==> config.mk <==
export PLATFORM = sky130hd
export DESIGN_NAME = dac_waveform_analyzer
export DESIGN_NICKNAME = d
export VERILOG_FILES = /design/src/rtl/awg_meas_pkg.sv /design/src/rtl/level_crossing_detector.sv /design/src/rtl/dac_waveform_analyzer.sv
export SDC_FILE = /design/constraint.sdc
export NUM_CORES = 1
export LEC_CHECK = 0
export CAP_MARGIN = 5
export CORE_MARGIN = 2
export CORE_UTILIZATION = 40
export DETAILED_ROUTE_END_ITERATION = 16
export PLACE_DENSITY_LB_ADDON = 0.08
export SLEW_MARGIN = 20
export SYNTH_ARGS = -nofsm -noshare
export SYNTH_HDL_FRONTEND = slang
export SYNTH_SLANG_ARGS = --single-unit
==> constraint.sdc <==
create_clock -name clk -period 5.4 [get_ports clk]
set_clock_uncertainty 0.2 [all_clocks]
set_input_delay 0.54 -clock clk [delete_from_list [all_inputs] [get_ports clk]]
set_output_delay 0.54 -clock clk [all_outputs]
set_load 0.02 [all_outputs]
==> src/rtl/awg_meas_pkg.sv <==
// Shared types and default widths for the DAC waveform measurement block.
package awg_meas_pkg;

  localparam int DATA_W_DEF = 12;
  localparam int CNT_W_DEF  = 32;

  typedef enum logic [1:0] {
    ST_IDLE    = 2'd0,
    ST_SEEK    = 2'd1,
    ST_MEASURE = 2'd2,
    ST_DONE    = 2'd3
  } meas_state_e;

  typedef struct packed {
    logic [CNT_W_DEF-1:0]  period_cycles;
    logic [CNT_W_DEF-1:0]  high_cycles;
    logic [DATA_W_DEF-1:0] min_val;
    logic [DATA_W_DEF-1:0] max_val;
    logic                  timeout;
  } meas_result_t;

endpackage

==> src/rtl/level_crossing_detector.sv <==
// Hysteretic level tracker. The first valid sample after clear sets the level
// against the plain threshold and never reports a rise.
module level_crossing_detector
  import awg_meas_pkg::*;
#(
  parameter int DATA_W = DATA_W_DEF
) (
  input  logic              clk,
  input  logic              rst,
  input  logic              clear,
  input  logic              sample_valid,
  input  logic [DATA_W-1:0] sample_in,
  input  logic [DATA_W-1:0] hi_th,
  input  logic [DATA_W-1:0] lo_th,
  input  logic [DATA_W-1:0] threshold,
  output logic              level,
  output logic              rise
);

  logic level_q, level_d;
  logic init_q, init_d;

  always_comb begin
    level_d = level_q;
    init_d  = init_q;
    if (clear) begin
      level_d = 1'b0;
      init_d  = 1'b0;
    end else if (sample_valid) begin
      init_d = 1'b1;
      if (!init_q)                level_d = (sample_in >= threshold);
      else if (sample_in >= hi_th) level_d = 1'b1;
      else if (sample_in <= lo_th) level_d = 1'b0;
    end
  end

  // level reflects the current sample so the window can count it this cycle
  assign level = level_d;
  assign rise  = sample_valid && !clear && init_q && level_d && !level_q;

  always_ff @(posedge clk) begin
    if (rst) begin
      level_q <= 1'b0;
      init_q  <= 1'b0;
    end else begin
      level_q <= level_d;
      init_q  <= init_d;
    end
  end

endmodule

==> src/rtl/dac_waveform_analyzer.sv <==
// Measures NUM_PERIODS rising-crossing periods of a DAC sample stream and
// returns period, high-time and amplitude extremes over valid/ready.
module dac_waveform_analyzer
  import awg_meas_pkg::*;
#(
  parameter int DATA_W          = DATA_W_DEF,
  parameter int CNT_W           = CNT_W_DEF,
  parameter int NUM_PERIODS     = 4,
  parameter int TIMEOUT_SAMPLES = 1_000_000
) (
  input  logic              clk,
  input  logic              rst,
  input  logic              arm,
  input  logic [DATA_W-1:0] threshold,
  input  logic [7:0]        hysteresis,
  input  logic [DATA_W-1:0] sample_in,
  input  logic              sample_valid,
  output logic              busy,
  output logic              result_valid,
  input  logic              result_ready,
  output logic [CNT_W-1:0]  period_cycles,
  output logic [CNT_W-1:0]  high_cycles,
  output logic [DATA_W-1:0] min_val,
  output logic [DATA_W-1:0] max_val,
  output logic              timeout
);

  localparam int EDGE_W = $clog2(NUM_PERIODS + 1);
  localparam int TMO_W  = $clog2(TIMEOUT_SAMPLES + 1);
  localparam logic [DATA_W-1:0] DATA_MAX = '1;
  localparam logic [CNT_W-1:0]  CNT_MAX  = '1;
  localparam logic [EDGE_W-1:0] EDGE_END = EDGE_W'(NUM_PERIODS);
  localparam logic [TMO_W-1:0]  TMO_END  = TMO_W'(TIMEOUT_SAMPLES);

  meas_state_e       state_q, state_d;
  logic [DATA_W-1:0] thr_q, thr_d;
  logic [7:0]        hys_q, hys_d;
  logic [CNT_W-1:0]  period_q, period_d, high_q, high_d;
  logic [DATA_W-1:0] min_q, min_d, max_q, max_d;
  logic [EDGE_W-1:0] edge_q, edge_d;
  logic [TMO_W-1:0]  tmo_q, tmo_d;
  logic [CNT_W-1:0]  res_period_q, res_period_d, res_high_q, res_high_d;
  logic [DATA_W-1:0] res_min_q, res_min_d, res_max_q, res_max_d;
  logic              res_tmo_q, res_tmo_d;

  logic [DATA_W:0]   hi_sum, lo_diff;
  logic [DATA_W-1:0] hi_th, lo_th;
  logic              det_clear, level, rise;

  // one extra bit catches overflow above full scale and borrow below zero
  assign hi_sum  = {1'b0, thr_q} + {{(DATA_W-7){1'b0}}, hys_q};
  assign lo_diff = {1'b0, thr_q} - {{(DATA_W-7){1'b0}}, hys_q};
  assign hi_th   = hi_sum[DATA_W]  ? DATA_MAX : hi_sum[DATA_W-1:0];
  assign lo_th   = lo_diff[DATA_W] ? '0       : lo_diff[DATA_W-1:0];

  assign busy         = (state_q == ST_SEEK) || (state_q == ST_MEASURE);
  assign result_valid = (state_q == ST_DONE);
  assign det_clear    = (state_q == ST_IDLE) && arm;

  level_crossing_detector #(.DATA_W(DATA_W)) u_lcd (
    .clk          (clk),
    .rst          (rst),
    .clear        (det_clear),
    .sample_valid (sample_valid & busy),
    .sample_in    (sample_in),
    .hi_th        (hi_th),
    .lo_th        (lo_th),
    .threshold    (thr_q),
    .level        (level),
    .rise         (rise)
  );

  always_comb begin
    state_d      = state_q;
    thr_d        = thr_q;
    hys_d        = hys_q;
    period_d     = period_q;
    high_d       = high_q;
    min_d        = min_q;
    max_d        = max_q;
    edge_d       = edge_q;
    tmo_d        = tmo_q;
    res_period_d = res_period_q;
    res_high_d   = res_high_q;
    res_min_d    = res_min_q;
    res_max_d    = res_max_q;
    res_tmo_d    = res_tmo_q;
    case (state_q)
      ST_IDLE: begin
        if (arm) begin
          state_d  = ST_SEEK;
          thr_d    = threshold;
          hys_d    = hysteresis;
          period_d = '0;
          high_d   = '0;
          min_d    = DATA_MAX;
          max_d    = '0;
          edge_d   = '0;
          tmo_d    = '0;
        end
      end
      ST_SEEK, ST_MEASURE: begin
        if (sample_valid) begin
          tmo_d = tmo_q + 1'b1;
          // timeout reports the window as it stood before this sample
          if (tmo_d == TMO_END) begin
            state_d      = ST_DONE;
            res_period_d = period_q;
            res_high_d   = high_q;
            res_min_d    = min_q;
            res_max_d    = max_q;
            res_tmo_d    = 1'b1;
          end else if (state_q == ST_SEEK) begin
            if (rise) begin
              state_d  = ST_MEASURE;
              period_d = CNT_W'(1);
              high_d   = CNT_W'(1);
              min_d    = sample_in;
              max_d    = sample_in;
              edge_d   = '0;
            end
          end else begin
            if (rise) edge_d = edge_q + 1'b1;
            if (rise && (edge_d == EDGE_END)) begin
              state_d      = ST_DONE;
              res_period_d = period_q;
              res_high_d   = high_q;
              res_min_d    = min_q;
              res_max_d    = max_q;
              res_tmo_d    = 1'b0;
            end else begin
              if (period_q != CNT_MAX)         period_d = period_q + 1'b1;
              if (level && (high_q != CNT_MAX)) high_d  = high_q + 1'b1;
              if (sample_in < min_q)            min_d   = sample_in;
              if (sample_in > max_q)            max_d   = sample_in;
            end
          end
        end
      end
      ST_DONE: begin
        if (result_ready) state_d = ST_IDLE;
      end
      default: state_d = ST_IDLE;
    endcase
  end

  always_ff @(posedge clk) begin
    if (rst) begin
      state_q      <= ST_IDLE;
      thr_q        <= '0;
      hys_q        <= '0;
      period_q     <= '0;
      high_q       <= '0;
      min_q        <= DATA_MAX;
      max_q        <= '0;
      edge_q       <= '0;
      tmo_q        <= '0;
      res_period_q <= '0;
      res_high_q   <= '0;
      res_min_q    <= DATA_MAX;
      res_max_q    <= '0;
      res_tmo_q    <= 1'b0;
    end else begin
      state_q      <= state_d;
      thr_q        <= thr_d;
      hys_q        <= hys_d;
      period_q     <= period_d;
      high_q       <= high_d;
      min_q        <= min_d;
      max_q        <= max_d;
      edge_q       <= edge_d;
      tmo_q        <= tmo_d;
      res_period_q <= res_period_d;
      res_high_q   <= res_high_d;
      res_min_q    <= res_min_d;
      res_max_q    <= res_max_d;
      res_tmo_q    <= res_tmo_d;
    end
  end

  assign period_cycles = res_period_q;
  assign high_cycles   = res_high_q;
  assign min_val       = res_min_q;
  assign max_val       = res_max_q;
  assign timeout       = res_tmo_q;

endmodule

==> flow_metrics.tcl <==
set metrics [dict create \
    fp.coreArea_um2 30500 \
    synth_area_per_cell_um2 7.73 \
    fin_crit_ns 5.00 \
    yosys.area.top_type_share 0.362 \
    hpwl_um 24500 \
    max_cap_violations 0 \
    synth_nets 1722 \
    async_flop_share 0 \
    syn_area_um2 12400 \
    yosysTopAreaCell "dfxtp_1" \
    clock_latency_ns 0.54 \
    cp_top_family "compound AO/OA/AOI/OAI gates" \
    synthCells 1600 \
    synth-main-ff-cell "dfxtp_1" \
    die_width_um 180 \
    antenna_found_initial 0 \
    postRouteAntennaNets 0 \
    diodes 0 \
    required_ns 5.66 \
    grt_pass1_wl_um 57100 \
    max_freq_ghz 0.200 \
    yosysWarnings 0 \
    p_leak_nw 5.61 \
    tightest_slew_ns 0.766 \
    row_count 64 \
    multiInputGateArea_um2 7210 \
    hp-class "input port to register" \
    num_vias 11800 \
    regArea_um2 4480 \
    power_mw 5.39 \
    synth_edf_count 0 \
    cp_num_buf_inv 2 \
    grtUsageTotal 0.207 \
    rsz0062_at_grt "yes" \
    clockBufferDepth 3 \
    synth-seq-area-share 0.362 \
    ys_ff_latch 224 \
    p_sw_mw 1.92 \
    vias_per_cell 5.57 \
    hold_viol_final 0 \
    cpMaxStageDelayCell "or4_1" \
    start_util 0.406 \
    wl_per_cell_um 16.3 \
    cp-end-kind "register" \
    cts_tree "yes" \
    synth_cell_type_count 77 \
    slowest_delay_ns 0.51 \
    crit_chain "ha_1, nand2b_1, a21oi_1, o21ba_2, o21bai_1, a21o_1, a2111o_1, and3_1, nor3_1, ha_1, a211oi_1, nor2_1, nor3b_2, buf_4, o21a_1, o211ai_1, o21a_2, buf_4, or4_1, o31ai_1" \
    p_sw_frac 0.356 \
    boundaryPins 128 \
    p_seq_frac 0.332 \
    wl_um 34400 \
    grt-ovfl-total 0 \
    power_frac_comb 0.321 \
    worstPathArrival_ns 5.26 \
    layout-drive-gt1-share 0.0613 \
    grt_pass1_vias 11000 \
    nNetsFinal 1816 \
    cts_buffers 27 \
    finalCritPeriodShare 0.927 \
    clock_power_share 0.346 \
    dp_cells 2060 \
    area_growth_pct 21.3 \
    holdBufCountCts 0 \
    slew_violations 0 \
    clk_pin_slew_ns 0.07 \
    cp_max_fo 12 \
    drtIter0Drc 767 \
    drc 0 \
    fin_hold_ws_ns 0.242 \
    grt_start_max_net_pins 70 \
    start_kind "register" \
    status "completed" \
    setup-violations-final 0 \
    numPortBuffers 127 \
    fill_cells 3012 \
    relSlewSlack 0.476 \
    power_density_nw_per_um2 359 \
    peakVddDrop_mv 0.220 \
    firstDrtPassIters 5 \
    die_area_um2 32400 \
    yosys-top-cells-area "dfxtp_1 (36%), nand2_1 (9.6%), ha_1 (8.4%), a21oi_1 (5.9%), nor2_1 (3.2%)" \
    clock-sinks 224 \
    clockRootBuffer "clkbuf_16" \
    gp_congestion 0.819 \
    h-tree-depth 1 \
    fin_cells 2109 \
    die_height_um 180 \
    timing_worst_setup_path_type "register to register" \
    p_int_mw 3.47 \
]
[timing repair]
action                                  in CTS  in global routing
setup buffers                                0                  1
endpoints found under the setup margin       0                130
gates resized for setup                      0                 11
[per-layer routing]
metal  global-route usage  vias up  wire length, um
met1                0.299     5516            17000
li1                     -     5924                -
met3               0.0255       46             1840
met4               0.0504        0              702
met5                    0        -                0
met2                0.330      266            14800
[power by group through the flow]
stage / Combinational, mW / Clock, mW / Sequential [mW]
after global routing: 1.93 / 1.98 / 1.80
after CTS: 1.70 / 1.92 / 1.79
after detailed placement: 1.70 / 0 / 1.83
after floorplan: 1.19 / 0 / 1.81
after global placement: 1.67 / 0 / 1.83
final: 1.73 / 1.87 / 1.79
[final timing paths]
| check | from | end | slack, ns | cells after the start |
|---|---|---|---|---|
| max | thr_q[1] | max_q[9] | 0.40 | 20 |
| min | rst | high_cycles[9] | 0.24 | 2 |
| max reg2reg | thr_q[1] | max_q[9] | 0.40 | 20 |
| min reg2reg | high_cycles[21] | high_cycles[21] | 0.25 | 2 |
[area by class of cell]
class | count | area share
repair buffers | 163 | 0.107
clock inverters | 11 | 0.0109
clock buffers | 37 | 0.0495
inverters | 83 | 0.0208
multi-input cells | 1195 | 0.480
flip-flops and latches | 224 | 0.299
well taps | 396 | 0.0330
[cell usage in the layout (no fill, tap or decap), types with 15 or more instances in the layout]
cell             Yosys  routed
o21ai_0             60      60
ha_1                83      83
nand4_1             25      25
nand3_1             48      48
a31oi_1             22      22
nand2_1            317     315
o211ai_1            19      19
a21o_1              16      15
buf_4                3      30
o31ai_1             26      26
and3_1              36      36
nor2_1             106     105
dfxtp_1            224     224
or4_1               16      16
mux2i_1             18      18
inv_1               81      81
nor3_1              34      34
a21oi_1            147     145
clkdlybuf4s50_1      0     126
clkbuf_16            0      27
[kinds of logic (layout without fill, tap and decap cells)]
group                      count (synthesis)  in the layout  synth area share
AOI/OAI and AO/OA                        424            424             0.224
xor gates and xnor gates                   6              6           0.00425
adders and majority gates                 85             85            0.0872
buffers and inverters                    181            294            0.0594
DFF                                      224            224             0.362
muxes                                     18             18            0.0146
and+or+nand+nor                          662            662             0.248
[state kept, by name, summed over array words and instances (netlist names)]
name / count
tmo_q: 20
high_cycles: 32
u_lcd.level_q: 1
edge_q: 3
min_val: 12
u_lcd.init_q: 1
period_q: 32
thr_q: 12
max_val: 12
min_q: 12
timeout: 1
high_q: 32
max_q: 12
state_q: 2
period_cycles: 32
hys_q: 8
[worst register-to-register path, stage by stage, from the launching register on]
cell and delay, ns:
dfxtp_1 0.45, ha_1 0.28, nand2b_1 0.14, a21oi_1 0.20, o21ba_2 0.17, o21bai_1 0.07
a21o_1 0.21, a2111o_1 0.45, and3_1 0.18, nor3_1 0.16, ha_1 0.28, a211oi_1 0.26
nor2_1 0.10, nor3b_2 0.21, buf_4 0.15, o21a_1 0.12, o211ai_1 0.18, o21a_2 0.34
buf_4 0.19, or4_1 0.51, o31ai_1 0.08
[through the flow]
step                      setup WS [ns]  TNS (ns)   util  cell area (um2)
after floorplan                   0.796         0      -            12400
final                             0.396         0  0.492            15000
after global placement            0.118         0  0.461            14100
after detailed placement          0.137         0  0.461            14100
after global routing           -0.00837   -0.0148  0.492            15000
after CTS                        0.0998         0  0.491            15000
[cell usage after synthesis, types with 19 or more instances]
cell type and number:
a21oi_1 147, a31oi_1 22, and3_1 36, clkbuf_1 72, dfxtp_1 224, ha_1 83
inv_1 81, nand2_1 317, nand3_1 48, nand4_1 25, nor2_1 106, nor3_1 34
o211ai_1 19, o21ai_0 60, o31ai_1 26
No activity file was read; power rests on OpenSTA's default activity.
